[src/rtl/lzd_share_sched_pkg.sv]
// rtl/lzd_share_sched_pkg.sv - shared constants and result type for the LZD sharing scheduler
package lzd_share_pkg;

  localparam int LZD_IN_W  = 61;
  localparam int LZD_POS_W = 6;
  localparam int LZD_ID_W  = 2;
  localparam logic [LZD_POS_W-1:0] LZD_ALL_ZERO = 6'd61;

  typedef struct packed {
    logic [LZD_ID_W-1:0]  id;
    logic [LZD_POS_W-1:0] pos;
  } lzd_rsp_t;

endpackage

[src/rtl/lzd_share_sched_if.sv]
// rtl/lzd_share_sched_if.sv - lane request and tagged response bundle of the LZD scheduler
interface lzd_share_sched_if
  import lzd_share_pkg::*;
#(
  parameter int N_REQ = 4,
  parameter int IN_W  = LZD_IN_W,
  parameter int ID_W  = $clog2(N_REQ),
  parameter int POS_W = LZD_POS_W
);
  logic [N_REQ-1:0]      req_valid;
  logic [N_REQ*IN_W-1:0] req_data;
  logic [N_REQ-1:0]      req_ready;
  logic                  rsp_valid;
  logic                  rsp_ready;
  logic [ID_W-1:0]       rsp_id;
  logic [POS_W-1:0]      rsp_pos;
  logic                  rsp_zero;

  modport master (
    output req_valid, req_data, rsp_ready,
    input  req_ready, rsp_valid, rsp_id, rsp_pos, rsp_zero
  );

  modport slave (
    input  req_valid, req_data, rsp_ready,
    output req_ready, rsp_valid, rsp_id, rsp_pos, rsp_zero
  );
endinterface

[src/rtl/lzd_share_sched_rsp_fifo.sv]
// rtl/lzd_share_sched_rsp_fifo.sv - in-order result FIFO with registered storage
module lzd_rsp_fifo
  import lzd_share_pkg::*;
#(
  parameter int DEPTH = 3,
  parameter int CNT_W = $clog2(DEPTH + 1)
) (
  input  logic             clk,
  input  logic             rst,
  input  logic             push_i,
  input  lzd_rsp_t         push_data_i,
  input  logic             pop_i,
  output lzd_rsp_t         head_o,
  output logic [CNT_W-1:0] count_o
);
  localparam int PTR_W = (DEPTH > 1) ? $clog2(DEPTH) : 1;

  lzd_rsp_t          mem_q [DEPTH];
  logic [PTR_W-1:0]  rd_q, rd_d, wr_q, wr_d;
  logic [CNT_W-1:0]  count_q, count_d;
  logic              pop_eff;

  assign pop_eff = pop_i && (count_q != '0);
  assign head_o  = mem_q[rd_q];
  assign count_o = count_q;

  always_comb begin
    rd_d    = rd_q;
    wr_d    = wr_q;
    count_d = count_q;
    if (push_i) wr_d = (wr_q == PTR_W'(DEPTH - 1)) ? '0 : wr_q + 1'b1;
    if (pop_eff) rd_d = (rd_q == PTR_W'(DEPTH - 1)) ? '0 : rd_q + 1'b1;
    case ({push_i, pop_eff})
      2'b10:   count_d = count_q + 1'b1;
      2'b01:   count_d = count_q - 1'b1;
      default: count_d = count_q;
    endcase
  end

  always_ff @(posedge clk) begin
    if (rst) begin
      rd_q    <= '0;
      wr_q    <= '0;
      count_q <= '0;
    end else begin
      rd_q    <= rd_d;
      wr_q    <= wr_d;
      count_q <= count_d;
    end
  end

  always_ff @(posedge clk) begin
    if (push_i) mem_q[wr_q] <= push_data_i;
  end

  // Upstream credit must keep a push from ever landing on a full FIFO.
  assert property (@(posedge clk) disable iff (rst) !(push_i && count_q == CNT_W'(DEPTH)));
endmodule

[src/rtl/lzd_share_sched.sv]
// rtl/lzd_share_sched.sv - round-robin sharing of one registered LZD among N_REQ lanes
module lzd_share_sched
  import lzd_share_pkg::*;
#(
  parameter int N_REQ     = 4,
  parameter int IN_W      = LZD_IN_W,
  parameter int POS_W     = LZD_POS_W,
  parameter int ID_W      = $clog2(N_REQ),
  parameter int RSP_DEPTH = 3
) (
  input  logic                clk,
  input  logic                rst,
  lzd_share_sched_if.slave    bus,
  output logic                en_lzd,
  output logic [IN_W-1:0]     lzd_in,
  input  logic [POS_W-1:0]    zero_pos,
  output logic                busy
);
  localparam int CNT_W = $clog2(RSP_DEPTH + 1);

  logic [ID_W-1:0]  rr_q, rr_d, inflight_id_q, inflight_id_d, grant_idx;
  logic             inflight_v_q, inflight_v_d, grant_v, issue_ok, pop;
  logic [CNT_W-1:0] fifo_count;
  lzd_rsp_t         head, push_data;
  int               idx;

  // Credit looks only at registered state, so rsp_ready never reaches req_ready.
  assign issue_ok = (int'(fifo_count) + int'(inflight_v_q)) < RSP_DEPTH;

  always_comb begin
    grant_v   = 1'b0;
    grant_idx = '0;
    idx       = 0;
    if (!rst && issue_ok) begin
      for (int k = 0; k < N_REQ; k++) begin
        idx = int'(rr_q) + k;
        if (idx >= N_REQ) idx = idx - N_REQ;
        if (!grant_v && bus.req_valid[idx]) begin
          grant_v   = 1'b1;
          grant_idx = ID_W'(idx);
        end
      end
    end
  end

  assign bus.req_ready = grant_v ? (N_REQ'(1) << grant_idx) : '0;
  assign en_lzd        = grant_v;
  assign lzd_in        = grant_v ? bus.req_data[int'(grant_idx)*IN_W +: IN_W] : '0;

  always_comb begin
    rr_d          = rr_q;
    inflight_v_d  = grant_v;
    inflight_id_d = inflight_id_q;
    if (grant_v) begin
      rr_d          = (grant_idx == ID_W'(N_REQ - 1)) ? '0 : grant_idx + 1'b1;
      inflight_id_d = grant_idx;
    end
  end

  always_ff @(posedge clk) begin
    if (rst) begin
      rr_q          <= '0;
      inflight_v_q  <= 1'b0;
      inflight_id_q <= '0;
    end else begin
      rr_q          <= rr_d;
      inflight_v_q  <= inflight_v_d;
      inflight_id_q <= inflight_id_d;
    end
  end

  // zero_pos belongs to the op issued last cycle; the credit guarantees room for it.
  assign push_data = '{id: LZD_ID_W'(inflight_id_q), pos: zero_pos};
  assign pop       = bus.rsp_valid & bus.rsp_ready;

  lzd_rsp_fifo #(.DEPTH(RSP_DEPTH)) u_fifo (
    .clk         (clk),
    .rst         (rst),
    .push_i      (inflight_v_q),
    .push_data_i (push_data),
    .pop_i       (pop),
    .head_o      (head),
    .count_o     (fifo_count)
  );

  assign bus.rsp_valid = (fifo_count != '0);
  assign bus.rsp_id    = ID_W'(head.id);
  assign bus.rsp_pos   = head.pos;
  assign bus.rsp_zero  = (head.pos == LZD_ALL_ZERO);
  assign busy          = inflight_v_q | bus.rsp_valid;
endmodule

[src/flat_wrapper.sv]
// flat-port wrapper written by rule: the top's interface ports become plain ports
module lzd_share_sched_flat import lzd_share_pkg::*;
#(
  parameter int N_REQ     = 4,
  parameter int IN_W      = LZD_IN_W,
  parameter int POS_W     = LZD_POS_W,
  parameter int ID_W      = $clog2(N_REQ),
  parameter int RSP_DEPTH = 3
)
  (clk, rst, en_lzd, lzd_in, zero_pos, busy, bus_req_valid, bus_req_data, bus_rsp_ready, bus_req_ready, bus_rsp_valid, bus_rsp_id, bus_rsp_pos, bus_rsp_zero);
  lzd_share_sched_if #(.N_REQ(N_REQ), .IN_W(IN_W), .ID_W(ID_W), .POS_W(POS_W)) bus_i ();
  input  logic clk;
  input  logic rst;
  output logic en_lzd;
  output logic [IN_W-1:0] lzd_in;
  input  logic [POS_W-1:0] zero_pos;
  output logic busy;
  input wire logic [$bits(bus_i.req_valid)-1:0] bus_req_valid;
  input wire logic [$bits(bus_i.req_data)-1:0] bus_req_data;
  input wire logic [$bits(bus_i.rsp_ready)-1:0] bus_rsp_ready;
  output wire logic [$bits(bus_i.req_ready)-1:0] bus_req_ready;
  output wire logic [$bits(bus_i.rsp_valid)-1:0] bus_rsp_valid;
  output wire logic [$bits(bus_i.rsp_id)-1:0] bus_rsp_id;
  output wire logic [$bits(bus_i.rsp_pos)-1:0] bus_rsp_pos;
  output wire logic [$bits(bus_i.rsp_zero)-1:0] bus_rsp_zero;
  assign bus_i.req_valid = bus_req_valid;
  assign bus_i.req_data = bus_req_data;
  assign bus_i.rsp_ready = bus_rsp_ready;
  assign bus_req_ready = bus_i.req_ready;
  assign bus_rsp_valid = bus_i.rsp_valid;
  assign bus_rsp_id = bus_i.rsp_id;
  assign bus_rsp_pos = bus_i.rsp_pos;
  assign bus_rsp_zero = bus_i.rsp_zero;
  lzd_share_sched #(.N_REQ(N_REQ), .IN_W(IN_W), .POS_W(POS_W), .ID_W(ID_W), .RSP_DEPTH(RSP_DEPTH)) u_core (.clk(clk), .rst(rst), .bus(bus_i), .en_lzd(en_lzd), .lzd_in(lzd_in), .zero_pos(zero_pos), .busy(busy));
endmodule
[config.mk]
export PLATFORM = sky130hd
export DESIGN_NAME = lzd_share_sched_flat
export DESIGN_NICKNAME = d
export VERILOG_FILES = /design/src/rtl/lzd_share_sched_pkg.sv /design/src/rtl/lzd_share_sched_if.sv /design/src/rtl/lzd_share_sched_rsp_fifo.sv /design/src/rtl/lzd_share_sched.sv /design/src/flat_wrapper.sv
export SDC_FILE = /design/constraint.sdc
export NUM_CORES = 1
export LEC_CHECK = 0
export ABC_AREA = 1
export CAP_MARGIN = 20
export CORE_AREA = 2 2 131 133
export CTS_CLUSTER_SIZE = 16
export DETAILED_ROUTE_END_ITERATION = 12
export DIE_AREA = 0 0 133 135
export GPL_ROUTABILITY_DRIVEN = 0
export GPL_TIMING_DRIVEN = 1
export SLEW_MARGIN = 20
export SYNTH_ARGS = -nofsm -noshare
export SYNTH_HDL_FRONTEND = slang
export SYNTH_HIERARCHICAL = 1
export SYNTH_SLANG_ARGS = --single-unit
[constraint.sdc]
create_clock -name clk -period 2.7 [get_ports clk]
set_input_delay 0.54 -clock clk [delete_from_list [all_inputs] [get_ports clk]]
set_output_delay 0.54 -clock clk [all_outputs]
set_load 0.03 [all_outputs]
==> results.cfg, run 1 <==
[status]
status = finished with violations
violations = setup timing

[min_path]
hold_path_class = flip-flop to flip-flop

[setup_path]
crit_type = flip-flop to output port
critPathLaunch = u_core/rr_q[0]
max_stage_delay_ps = 370
rrSetupSlack_ps = 590
endpoint = lzd_in[52]
cp.required_ps = 2160
arrival_ps = 2450
slowest_stage = dfxtp_4
cp-end-kind = output port
r2r_start = u_core/rr_q[0]
rr_endpoint = u_core/rr_q[1]
ff2ff_path_depth = 16
crit_chain = buf_6 > nand2_2 > nand2_2 > nand2_2 > inv_2 > nor2_2 > buf_4 > nor2_4 > nor2_4 > nor2_8 > buf_12 > nor2_4 > buf_6 > clkbuf_16 > nand2_1 > o21ai_2 > buf_6
crit_fanout = 8
start_kind = flip-flop

[synthesis]
synth_ff_type = edfxtp_1
netlist_area_mm2 = 0.00411
synth_top_area_cell = nand2_1
async_reset_ff_share_pct = 0
synth_cell_type_count = 30
synth_top_cells_by_count = 275 x nand2_1, 74 x nor2_1, 66 x o21ai_1, 64 x inv_1, 45 x nand3_1
synth.most_common_cell = nand2_1
ys_warn_count = 6
avgSynthCellArea_um2 = 5.70
ys_seq_area_share_pct = 23.8
synth_edf_count = 24
syn_inst = 722
synthesis.nets = 986
ys_ff_latch = 37
synth_top_area_share_pct = 25.1
synth_area_leaders = nand2_1 25%, edfxtp_1 18%, o21ai_1 8.0%

[routing]
wl_um = 23500
avgRoutedWirePerCell_um = 17.6
drt_iter0_drc = 207
ant_nets = 0
drc_errors = 0
dr.pass1.iters = 4
viasPerCell = 4.61
vias = 6151

[sta]
setup-tns-final_ps = -14680
rsz0062_at_grt = true
drv_slew = 0
timing.fmax_mhz = 334
hold_viol = 0
tightest_slew_ps = 379
finClkSkew_ps = 2.29
setup-violations-final = 65
relSlewSlack_pct = 74.7
finalCritPeriodShare_pct = 111
fin_ws_ps = -295
period_minus_slack_ps = 2990

[placement]
dpl_cell_area_mm2 = 0.00831
dp_slack_ps = -531
portBuffers = 333
post-dp-hpwl_um = 16900

[layout]
nets = 1376
fillers = 1431
stdcell_area_mm2 = 0.0104
drive_gt1_share_pct = 40.2
area_growth_syn_to_layout_pct = 152
multi_input_area_mm2 = 0.00363
seqCellArea_um2 = 987

[die]
die_width_um = 133
die_height_um = 135
num_rows = 47
ioPinCount = 334
start_util_pct = 25.1
die_area_mm2 = 0.0180
core_area_mm2 = 0.0164

[clock_network]
cts_max_level = 2
cts_tree = built
worstSkewPairLatency_ps = 280
clk_pin_slew_ps = 50
clockRootBuffer = clkbuf_16
cts_buffers = 5
cts_buffer_depth = 2
cts_sinks = 37

[power_and_ir_drop]
power.total_mw = 15.5
p_leak_nw = 4.52
peakVddDrop_uv = 820
p_per_area_mw_per_mm2 = 1500

[global_routing]
grt_pass1_wl_um = 34300
grtUsageTotal_pct = 24.4
grt_pass1_vias = 6193
antenna_found_initial = 3
grt_remaining_overflow = 0
grt_max_degree = 32

[run]
drv_cap = 0
placed cells by master (no fill, tap or decap), drive strengths merged:
cell           Yosys  layout
nand2            281     281
clkdlybuf4s50      0     262
buf               37     154
o21ai            104     104
nor2              79      79
inv               71      70
nand3             46      46
a21oi             35      35
edfxtp            24      24
dfxtp             13      13
nand3b            12      12
clkbuf             7      11
ha                 7       7
clkinv             0       4
diode              0       2
bufbuf             0       2
clkdlybuf4s15      0       2
nand4              2       2
dlygate4sd2        0       1
or2                1       1
nor3b              1       1
o21a               1       1
nor3               1       1
sequential cells by signal, indices dropped and copies added, names as in the netlist, named ones only:
name and cells:
u_core/inflight_v_q 1, u_core/inflight_id_q 2, u_core/u_fifo/mem_q 24, u_core/u_fifo/count_o 2, u_core/rr_q 2, u_core/u_fifo/wr_q 2, u_core/u_fifo/rd_q 2
power breakdown:
part / internal [mW] / total, mW / switching, mW / leakage [nW]
clock: 0.338 / 0.550 / 0.212 / 0.0712
sequential: 0.791 / 0.898 / 0.107 / 0.330
combinational: 6.65 / 14.1 / 7.42 / 4.12
cell type report:
| type | count | share of cell area, % |
|---|---|---|
| Antenna cell | 2 | 0.0483 |
| Clock buffer | 5 | 1.21 |
| Clock inverter | 3 | 0.169 |
| Inverter | 71 | 2.77 |
| Multi-Input combinational cell | 570 | 35.0 |
| Sequential cell | 37 | 9.53 |
| Tap cell | 220 | 2.66 |
| Timing Repair Buffer | 427 | 48.6 |
stage by stage:
step | hold WS [ps] | std cells | util [%]
floorplan | 438 | 722 | -
global placement | 448 | 1280 | 50.6
detailed placement | 458 | 1280 | 50.6
CTS | 466 | 1323 | 58.8
global route | 498 | 1335 | 63.1
finish | 466 | 1335 | 63.1
layer usage:
layer | share of wire (%) | up-vias | global-route usage, %
met3 | 7.4 | 39 | 7.24
met5 | 0 | - | 0
met2 | 51 | 210 | 43.1
met1 | 39 | 2818 | 28.4
met4 | 2.6 | 0 | 8.12
li1 | - | 3084 | -
critical path: cells and delay by family, from the launching register on:
| family | cells | cell delay, ps |
|---|---|---|
| compound gates | 1 | 70 |
| buf+inv | 7 | 940 |
| flops | 1 | 370 |
| simple gates | 9 | 800 |
worst min-delay path by stage:
stage                                from                    end  slack [ps]  depth (start not counted)
floorplan           u_core/u_fifo/wr_q[1]  u_core/u_fifo/wr_q[1]         440                          2
global placement    u_core/u_fifo/wr_q[1]  u_core/u_fifo/wr_q[1]         450                          2
detailed placement  u_core/u_fifo/wr_q[1]  u_core/u_fifo/wr_q[1]         460                          2
CTS                 u_core/u_fifo/wr_q[1]  u_core/u_fifo/wr_q[1]         470                          2
global route        u_core/u_fifo/wr_q[1]  u_core/u_fifo/wr_q[1]         500                          2
finish              u_core/u_fifo/wr_q[1]  u_core/u_fifo/wr_q[1]         470                          2
logic make-up (layout without fill, tap and decap cells):
kind of cell | after synthesis | count (layout) | synth area share (%)
other | 0 | 2 | 0
adder cells (fa/ha/maj) | 7 | 7 | 2.13
AND/OR/NAND/NOR | 423 | 423 | 43.3
buffers and inverters | 115 | 506 | 13.4
AO/OA/AOI/OAI | 140 | 140 | 17.3
flip-flops | 37 | 37 | 23.8
what timing repair did:
action | 4_1_cts | 5_1_grt
gates resized for setup | 208 | 169
buffers inserted | 28 | 9
pin swaps | 58 | 67
setup endpoints to repair | 67 | 65
hold buffers | 0 | 0
gates cloned | 12 | 7
No activity file was read; power rests on OpenSTA's default activity.
==> run 2, diff against run 1 <==
--- a/config.mk
+++ b/config.mk
@@ -6,12 +6,11 @@
 export NUM_CORES = 1
 export LEC_CHECK = 0
 export ABC_AREA = 1
-export CAP_MARGIN = 20
+export CAP_MARGIN = 10
 export CORE_AREA = 2 2 131 133
 export CTS_CLUSTER_SIZE = 16
 export DETAILED_ROUTE_END_ITERATION = 12
 export DIE_AREA = 0 0 133 135
-export GPL_ROUTABILITY_DRIVEN = 0
 export GPL_TIMING_DRIVEN = 1
 export SLEW_MARGIN = 20
 export SYNTH_ARGS = -nofsm -noshare
==> run 2 against run 1 <==
The flow still finishes with violations (setup timing). Final cell count shrank 0.67%. Clock-buffer cell count stayed put. Maximum frequency is 0.21% higher. Utilization is 0.95 points lower. Total power is essentially flat. Clock power down 3%.
==> results.cfg, run 2 (synthesized netlist as in run 1, its figures left out) <==
[setup_path]
crit_chain = buf_6 > nand2_4 > nand3_2 > buf_4 > nand2_1 > nand2_1 > nand2_2 > nor2_4 > nor2_8 > buf_4 > nor2_4 > buf_4 > clkbuf_16 > nand2_2 > o21ai_4 > buf_6
cp.required_ps = 2160
critical-path-top-delay-family = buffers and inverters
max_stage_delay_ps = 410
start_kind = flip-flop
cp_num_buf_inv = 6
cp_common_cell = buf_4
arrival_ps = 2450
cp-end-kind = output port
crit_fanout = 8
slowest_stage = dfxtp_4
crit_type = flip-flop to output port

[clock_network]
cts_tree = built
clk_pin_slew_ps = 50
cts_buffers = 5
worstSkewPairLatency_ps = 280
cts_max_level = 2
postCtsHoldBufs = 0
clockRootBuffer = clkbuf_16
cts_sinks = 37
cts_buffer_depth = 2

[global_routing]
antenna_found_initial = 4
grtUsageTotal_pct = 24.1
grt_max_degree = 44
grt_pass1_vias = 6010
grt_pass1_wl_um = 33300
grt_remaining_overflow = 0

[routing]
vias = 6266
dr.pass1.iters = 5
ant_nets = 0
viasPerCell = 4.73
wl_um = 24700
avgRoutedWirePerCell_um = 18.7
drt_iter0_drc = 280
drc_errors = 0

[status]
status = finished with violations
violations = setup timing

[placement]
post-dp-hpwl_um = 16700
dpl_cell_area_mm2 = 0.00821
dp_slack_ps = -512
portBuffers = 333
gp_congestion = 0.900

[sta]
drv_slew = 0
rsz0062_at_grt = true
tightest_slew_ps = 402
relSlewSlack_pct = 73.2
period_minus_slack_ps = 2990
finClkSkew_ps = 4.52
setup-violations-final = 65
timing.fmax_mhz = 335
hold_viol = 0
fin_ws_ps = -289
finalCritPeriodShare_pct = 111

[layout]
area_growth_syn_to_layout_pct = 148
final_cell_mix = 262 x clkdlybuf4s50_1, 206 x nand2_1, 71 x o21ai_2
regMostFlops = u_core/u_fifo/mem_q
stdcell_area_mm2 = 0.0102
drive_gt1_share_pct = 34.8
final_util_pct = 62.2
largest_reg_flops = 24
antennaDiodeCount = 0
final_common_cell = clkdlybuf4s50_1
nets = 1369
fillers = 1450

[power_and_ir_drop]
comb_power_share_pct = 90.7
p_seq_share_pct = 5.9
switching_share_pct = 50.1
peakVddDrop_uv = 741
p_per_area_mw_per_mm2 = 1520
p_int_mw = 7.75
p_leak_nw = 4.46
p_switching_mw = 7.77
clock_power_share_pct = 3.5

[die]
start_util_pct = 25.1
die_height_um = 135
ioPinCount = 334
core_area_mm2 = 0.0164
die_width_um = 133
num_rows = 47
die_area_mm2 = 0.0180

[min_path]
hold_path_class = flip-flop to flip-flop

[run]
drv_cap = 0
-- run 2: cell count changes in the layout (fill, tap and decap cells not counted), sizes merged --
| cell | before | now |
|---|---|---|
| nand2 | 281 | 282 |
| clkinv | 4 | 3 |
| clkbuf | 11 | 24 |
| buf | 154 | 133 |
| diode | 2 | 0 |
| clkdlybuf4s15 | 2 | 1 |
| inv | 70 | 72 |
-- run 2: power groups by stage --
| stage | clock [mW] | sequential (mW) | combinational (mW) |
|---|---|---|---|
| 6_report | 0.536 | 0.909 | 14.1 |
| 3_3_place_gp | 0 | 0.882 | 9.90 |
| 3_5_place_dp | 0 | 0.887 | 9.91 |
| 5_1_grt | 0.570 | 0.928 | 14.8 |
| 2_1_floorplan | 0 | 0.862 | 5.83 |
| 4_1_cts | 0.543 | 0.888 | 11.9 |
-- run 2: area by class of cell --
| class | count | area [um^2] | area share (%) |
|---|---|---|---|
| timing repair buffer | 418 | 5050 | 49.5 |
| multi-input combinational | 571 | 3440 | 33.7 |
| sequential | 37 | 987 | 9.68 |
| inverter | 71 | 300 | 2.94 |
| tap | 220 | 275 | 2.70 |
| clock buffer | 5 | 125 | 1.23 |
| clock inverter | 3 | 12.5 | 0.123 |
| timing repair inverter | 1 | 8.76 | 0.0859 |
-- run 2: worst paths after layout --
check	start	end	slack, ps	depth (start not counted)
setup / recovery	u_core/rr_q[0]	lzd_in[33]	-290	16
setup reg to reg	u_core/rr_q[0]	u_core/rr_q[1]	480	15
hold reg to reg	u_core/u_fifo/wr_q[1]	u_core/u_fifo/wr_q[1]	460	2
hold / removal	u_core/u_fifo/wr_q[1]	u_core/u_fifo/wr_q[1]	460	2
-- run 2: per-stage QoR --
| stage | setup TNS, ps | total power, mW | hold WS (ps) | std cells |
|---|---|---|---|---|
| floorplan | -7.54 | 6.70 | 438 | 722 |
| global placement | -26050 | 10.8 | 449 | 1274 |
| detailed placement | -27180 | 10.8 | 453 | 1274 |
| CTS | -12900 | 13.3 | 462 | 1297 |
| global route | -21890 | 16.3 | 497 | 1326 |
| finish | -15390 | 15.5 | 464 | 1326 |
-- run 2: timing repair --
action                                  4_1_cts  5_1_grt
gates cloned                                 11       19
endpoints found under the setup margin       67       65
hold endpoints to repair                      0        0
resized for setup                           155      155
pin swaps                                    37       68
buffers inserted                              6       10
-- run 2: metal layers --
layer / track usage [%] / wire, um / vias to the layer above
li1: - / - / 3083
met1: 27.4 / 9500 / 2872
met2: 42.5 / 12400 / 253
met3: 8.63 / 2110 / 52
met4: 6.63 / 708 / 6
met5: 0 / 37 / -
-- run 2: tightest hold or removal path: cells and delay by family, from the launching register on --
kind | cells | cell delay (ps)
flops | 1 | 310
simple gates | 1 | 60
compound gates | 1 | 50
==> run 3, diff against run 2 <==
--- a/config.mk
+++ b/config.mk
@@ -7,11 +7,13 @@
 export LEC_CHECK = 0
 export ABC_AREA = 1
 export CAP_MARGIN = 10
-export CORE_AREA = 2 2 131 133
+export CORE_AREA = 4 4 129 131
+export CTS_CLUSTER_DIAMETER = 150
 export CTS_CLUSTER_SIZE = 16
 export DETAILED_ROUTE_END_ITERATION = 12
 export DIE_AREA = 0 0 133 135
 export GPL_TIMING_DRIVEN = 1
+export PLACE_DENSITY = 0.68
 export SLEW_MARGIN = 20
 export SYNTH_ARGS = -nofsm -noshare
 export SYNTH_HDL_FRONTEND = slang
==> run 3 against run 2 <==
The run still ends with setup timing left. Die area unchanged. Utilization rose by 4.2 points. Sequential share of layout area down 0.13 points. Design area increased by 1.5%. Critical endpoint is now lzd_in[21]. Maximum frequency rose by 0.39%. Via count grew 0.27%. Hold slack gained 13 ps. Highest routed layer unchanged. Sequential power down 1%.
==> results.cfg, run 3 (synthesized netlist as in run 1, its figures left out) <==
[status]
status = finished with violations
violations = setup timing

[die]
die_width_um = 133
core_area_mm2 = 0.0156
start_util_pct = 26.4
num_rows = 46
die_area_mm2 = 0.0180
ioPinCount = 334
die_height_um = 135

[sta]
timing.fmax_mhz = 336
drv_slew = 0
hold_viol = 0
relSlewSlack_pct = 76.2
finalCritPeriodShare_pct = 110
tightest_slew_ps = 356
rsz0062_at_grt = true
setup-violations-final = 65
finClkSkew_ps = 3.07
setup-tns-final_ps = -14610
fin_ws_ps = -277
period_minus_slack_ps = 2980

[power_and_ir_drop]
peakVddDrop_uv = 748
p_leak_nw = 4.51
power.total_mw = 15.9
p_per_area_mw_per_mm2 = 1540

[layout]
area_growth_syn_to_layout_pct = 152
largest_reg_flops = 24
final_common_cell = clkdlybuf4s50_1
nets = 1381
regMostFlops = u_core/u_fifo/mem_q
drive_gt1_share_pct = 37.2
final_cell_mix = 262 x clkdlybuf4s50_1, 211 x nand2_1, 75 x o21ai_2

[clock_network]
cts_tree = built
cts_sinks = 37
postCtsHoldBufs = 0
cts_buffers = 5
clk_pin_slew_ps = 50
cts_buffer_depth = 2
worstSkewPairLatency_ps = 270
clockRootBuffer = clkbuf_16
cts_max_level = 2

[placement]
dp_slack_ps = -524
post-dp-hpwl_um = 17400
portBuffers = 333
gp_congestion = 0.907

[setup_path]
ff2ff_path_depth = 15
crit_fanout = 6
critical-path-top-delay-family = simple AND/OR/NAND/NOR gates
max_stage_delay_ps = 370
slowest_stage = dfxtp_4
start_kind = flip-flop
cp.depth = 16
crit_chain = buf_8 > nand2_4 > nand3_1 > nand2_2 > inv_2 > nand2_2 > nor2_4 > nor2_4 > nor2_8 > buf_12 > nor2_4 > buf_8 > buf_12 > nand2_2 > o21ai_2 > buf_6
cp-end-kind = output port
arrival_ps = 2440
crit_type = flip-flop to output port
cp_num_buf_inv = 6
cp.required_ps = 2160

[global_routing]
grt_max_degree = 25
grt_pass1_wl_um = 36000
antenna_found_initial = 5
grtUsageTotal_pct = 25.9
grt_remaining_overflow = 0
grt_pass1_vias = 6442

[routing]
dr.pass1.iters = 5
vias = 6283
avgRoutedWirePerCell_um = 18.5
drt_iter0_drc = 322
ant_nets = 0
wl_um = 24800
viasPerCell = 4.70
drc_errors = 0

[min_path]
hold_path_class = flip-flop to flip-flop
holdPathStages = 0

[run]
drv_cap = 0
[run 3: changes by cell type in the layout (fill, tap and decap cells not counted), sizes merged]
cell / delta
clkbuf: -15
diode: +3
nand2: -1
buf: +30
clkinvlp: +1
inv: -2
bufinv: +1
clkinv: -1
bufbuf: -1
[run 3: cell type report]
cell class,instances,area [um^2]
Clock buffer,5,125
Inverter,71,284
Tap cell,216,270
Fill cell,1276,5240
Antenna cell,3,7.51
Timing Repair Buffer,432,5120
Multi-Input combinational cell,570,3510
Sequential cell,37,988
Clock inverter,3,46.3
[run 3: what timing repair did]
action,CTS,global route
cloned,18,3
gates resized for setup,306,55
buffers inserted,28,5
setup endpoints to repair,66,65
pin swaps,73,38
[run 3: stage by stage]
step	area (um^2)	hold WS, ps	std cells	util (%)
floorplan	4350	438	722	-
global route	10400	502	1336	66.4
CTS	10200	471	1330	65.2
finish	10400	476	1337	66.4
global placement	8250	449	1279	52.9
detailed placement	8250	460	1279	52.9
[run 3: report_power, final]
group          total (mW)  switching, mW  internal [mW]
sequential          0.898          0.106          0.792
clock               0.647          0.211          0.436
combinational        14.4           7.58           6.78
[run 3: path summary, 6_finish.rpt]
kind                      startpoint                         to  slack (ps)
min          u_core/inflight_id_q[0]  u_core/u_fifo/mem_q[2][6]         480
max reg2reg           u_core/rr_q[0]             u_core/rr_q[1]         460
max                   u_core/rr_q[0]                 lzd_in[21]        -280
min reg2reg  u_core/inflight_id_q[0]  u_core/u_fifo/mem_q[2][6]         480
[run 3: layer usage]
layer / up-vias / GRT usage [%] / part of all wire [%]
li1: 3102 / - / -
met1: 2875 / 28.1 / 36
met2: 253 / 48.8 / 52
met3: 47 / 7.41 / 8.2
met4: 6 / 7.91 / 3.4
met5: - / 0 / 0.16
==> variant: new RTL, config.mk and constraints of run 1 <==
Reset style: asynchronous (`rst`), changed in 2 clocked blocks.
--- a/src/rtl/lzd_share_sched_rsp_fifo.sv
+++ b/src/rtl/lzd_share_sched_rsp_fifo.sv
@@ -37,7 +37,7 @@
     endcase
   end
 
-  always_ff @(posedge clk) begin
+  always_ff @(posedge clk or posedge rst) begin
     if (rst) begin
       rd_q    <= '0;
       wr_q    <= '0;
--- a/src/rtl/lzd_share_sched.sv
+++ b/src/rtl/lzd_share_sched.sv
@@ -57,7 +57,7 @@
     end
   end
 
-  always_ff @(posedge clk) begin
+  always_ff @(posedge clk or posedge rst) begin
     if (rst) begin
       rr_q          <= '0;
       inflight_v_q  <= 1'b0;
Behaviour: differs if rst is asserted again (counterexample within 4 cycles, from zero or initial values and one cycle with rst high); with rst held inactive, the same outputs for 4 cycles.
==> variant against run 1 <==
The run still ends with setup timing left. Non-clock buffer count is 32 higher. Via count is 11% higher. Routed wire length is 8.1% higher. Area after synthesis is 11% higher. Worst setup slack worse by 0.038 ns. Total power is 9.3% higher. Sequential share of layout area is 0.33 points lower. Final area is 4.6% higher. Sequential cell count is 2 lower. Clock power is 0.7% lower. Largest power group unchanged.
==> variant: results (changes against run 1) <==
| Metric | Value |
|---|---|
| Layout overhead on the synthesized area | `136% (was 152%)` |
| Critical Path Slowest Stage Cell | `dfrtp_2 (was dfxtp_4)` |
| Final worst slack | `-0.333 ns (was -0.295 ns)` |
| Delay of the slowest critical-path stage | `0.43 ns (was 0.37 ns)` |
| Post-cts sizing count | `245 (was 208)` |
| Vias | `6841 (was 6151)` |
| Wire length of the first global-routing pass | `35.7 mm (was 34.3 mm)` |
| Failing checks | `setup timing (unchanged)` |
| Final setup violation count | `65 (unchanged)` |
| Dpl hpwl | `18.0 mm (was 16.9 mm)` |
| Status | `finished, violations left (unchanged)` |
| CP max FO | `5 (was 8)` |
| DR iter-0 viols | `316 (was 207)` |
| Slew HR | `74.1% (was 74.7%)` |
| Layout cells sized above 1 | `33.6% (was 40.2%)` |
| Arrival time at the worst endpoint | `2.49 ns (was 2.45 ns)` |
| Maximum VDD drop | `797 uV (was 820 uV)` |
| Top cells by count, synth | `nand2_1, nand3_1, inv_1 (was nand2_1, nor2_1, o21ai_1)` |
| Leakage | `0.00513 uW (was 0.00452 uW)` |
| GRT Total Usage | `25.6% (was 24.4%)` |
| Max Buffers Root-to-Sink | `2 (unchanged)` |
| Ant diodes | `0 (was 2)` |
| Worst slack, placed | `-0.743 ns (was -0.531 ns)` |
| Top post-synthesis cells by area | `nand2_1, edfxtp_1, nand3_1 (was nand2_1, edfxtp_1, o21ai_1)` |
| Post-CTS Setup Bufs | `31 (was 28)` |
| Syn_nets | `1070 (was 986)` |
| Drt first pass iters | `5 (was 4)` |
| Sequential cell area fraction in the yosys report | `21.7% (was 23.8%)` |
| Placed inst area | `0.00852 mm2 (was 0.00831 mm2)` |
| Nets | `1484 (was 1376)` |
| Sw Share | `50.3% (was 49.9%)` |
| Fill cell count | `1388 (was 1431)` |
[variant: worst paths after layout]
path | from | end | slack [ns] | depth (start not counted)
worst max-delay path | u_core/rr_q[0] | lzd_in[31] | -0.33 | 17
worst min-delay path | u_core/inflight_id_q[1] | u_core/u_fifo/mem_q[1][7] | 0.50 | 0
worst max register to register | u_core/rr_q[0] | u_core/rr_q[1] | 0.40 | 15
worst min register to register | u_core/inflight_id_q[1] | u_core/u_fifo/mem_q[1][7] | 0.50 | 0
max in group asynchronous | rst | u_core/u_fifo/wr_q[1] | 1.94 | 2
min in group asynchronous | rst | u_core/u_fifo/rd_q[1] | 0.55 | 2
[variant: metal layers]
layer	vias to the layer above	track usage, %	wire (um)
met4	6	8.30	746
met3	53	5.63	1690
met2	276	48.0	13200
li1	3376	-	-
met1	3130	28.6	9680
met5	-	0	41
[variant: kinds of logic after synthesis]
logic type	after synthesis	synth area share [%]
flops	35	21.7
buf+inv	147	14.7
compound gates	8	1.09
xor+xnor	1	0.191
simple gates	608	60.4
fa+ha+maj	7	1.91
[variant: power groups by stage]
stage          sequential, uW  combinational (uW)  clock, uW
2_1_floorplan             840                5960          0
3_3_place_gp              835               10600          0
3_5_place_dp              838               10600          0
4_1_cts                   838               13900        559
5_1_grt                   854               16400        587
6_report                  838               15600        546
[variant: layout make-up]
type                    instances  area share [%]
well taps                     220            2.54
repair buffers                459            48.7
multi-input cells             625            34.6
clock buffers                   7            1.22
inverters                      94            3.67
flip-flops and latches         35            9.21
clock inverters                 1          0.0462
[variant: stage by stage]
stage          TNS, ns  cells
6_report        -18.33   1441
5_1_grt         -25.20   1441
4_1_cts         -18.16   1425
3_5_place_dp    -36.68   1373
3_3_place_gp    -34.33   1373
2_1_floorplan   -0.153    806
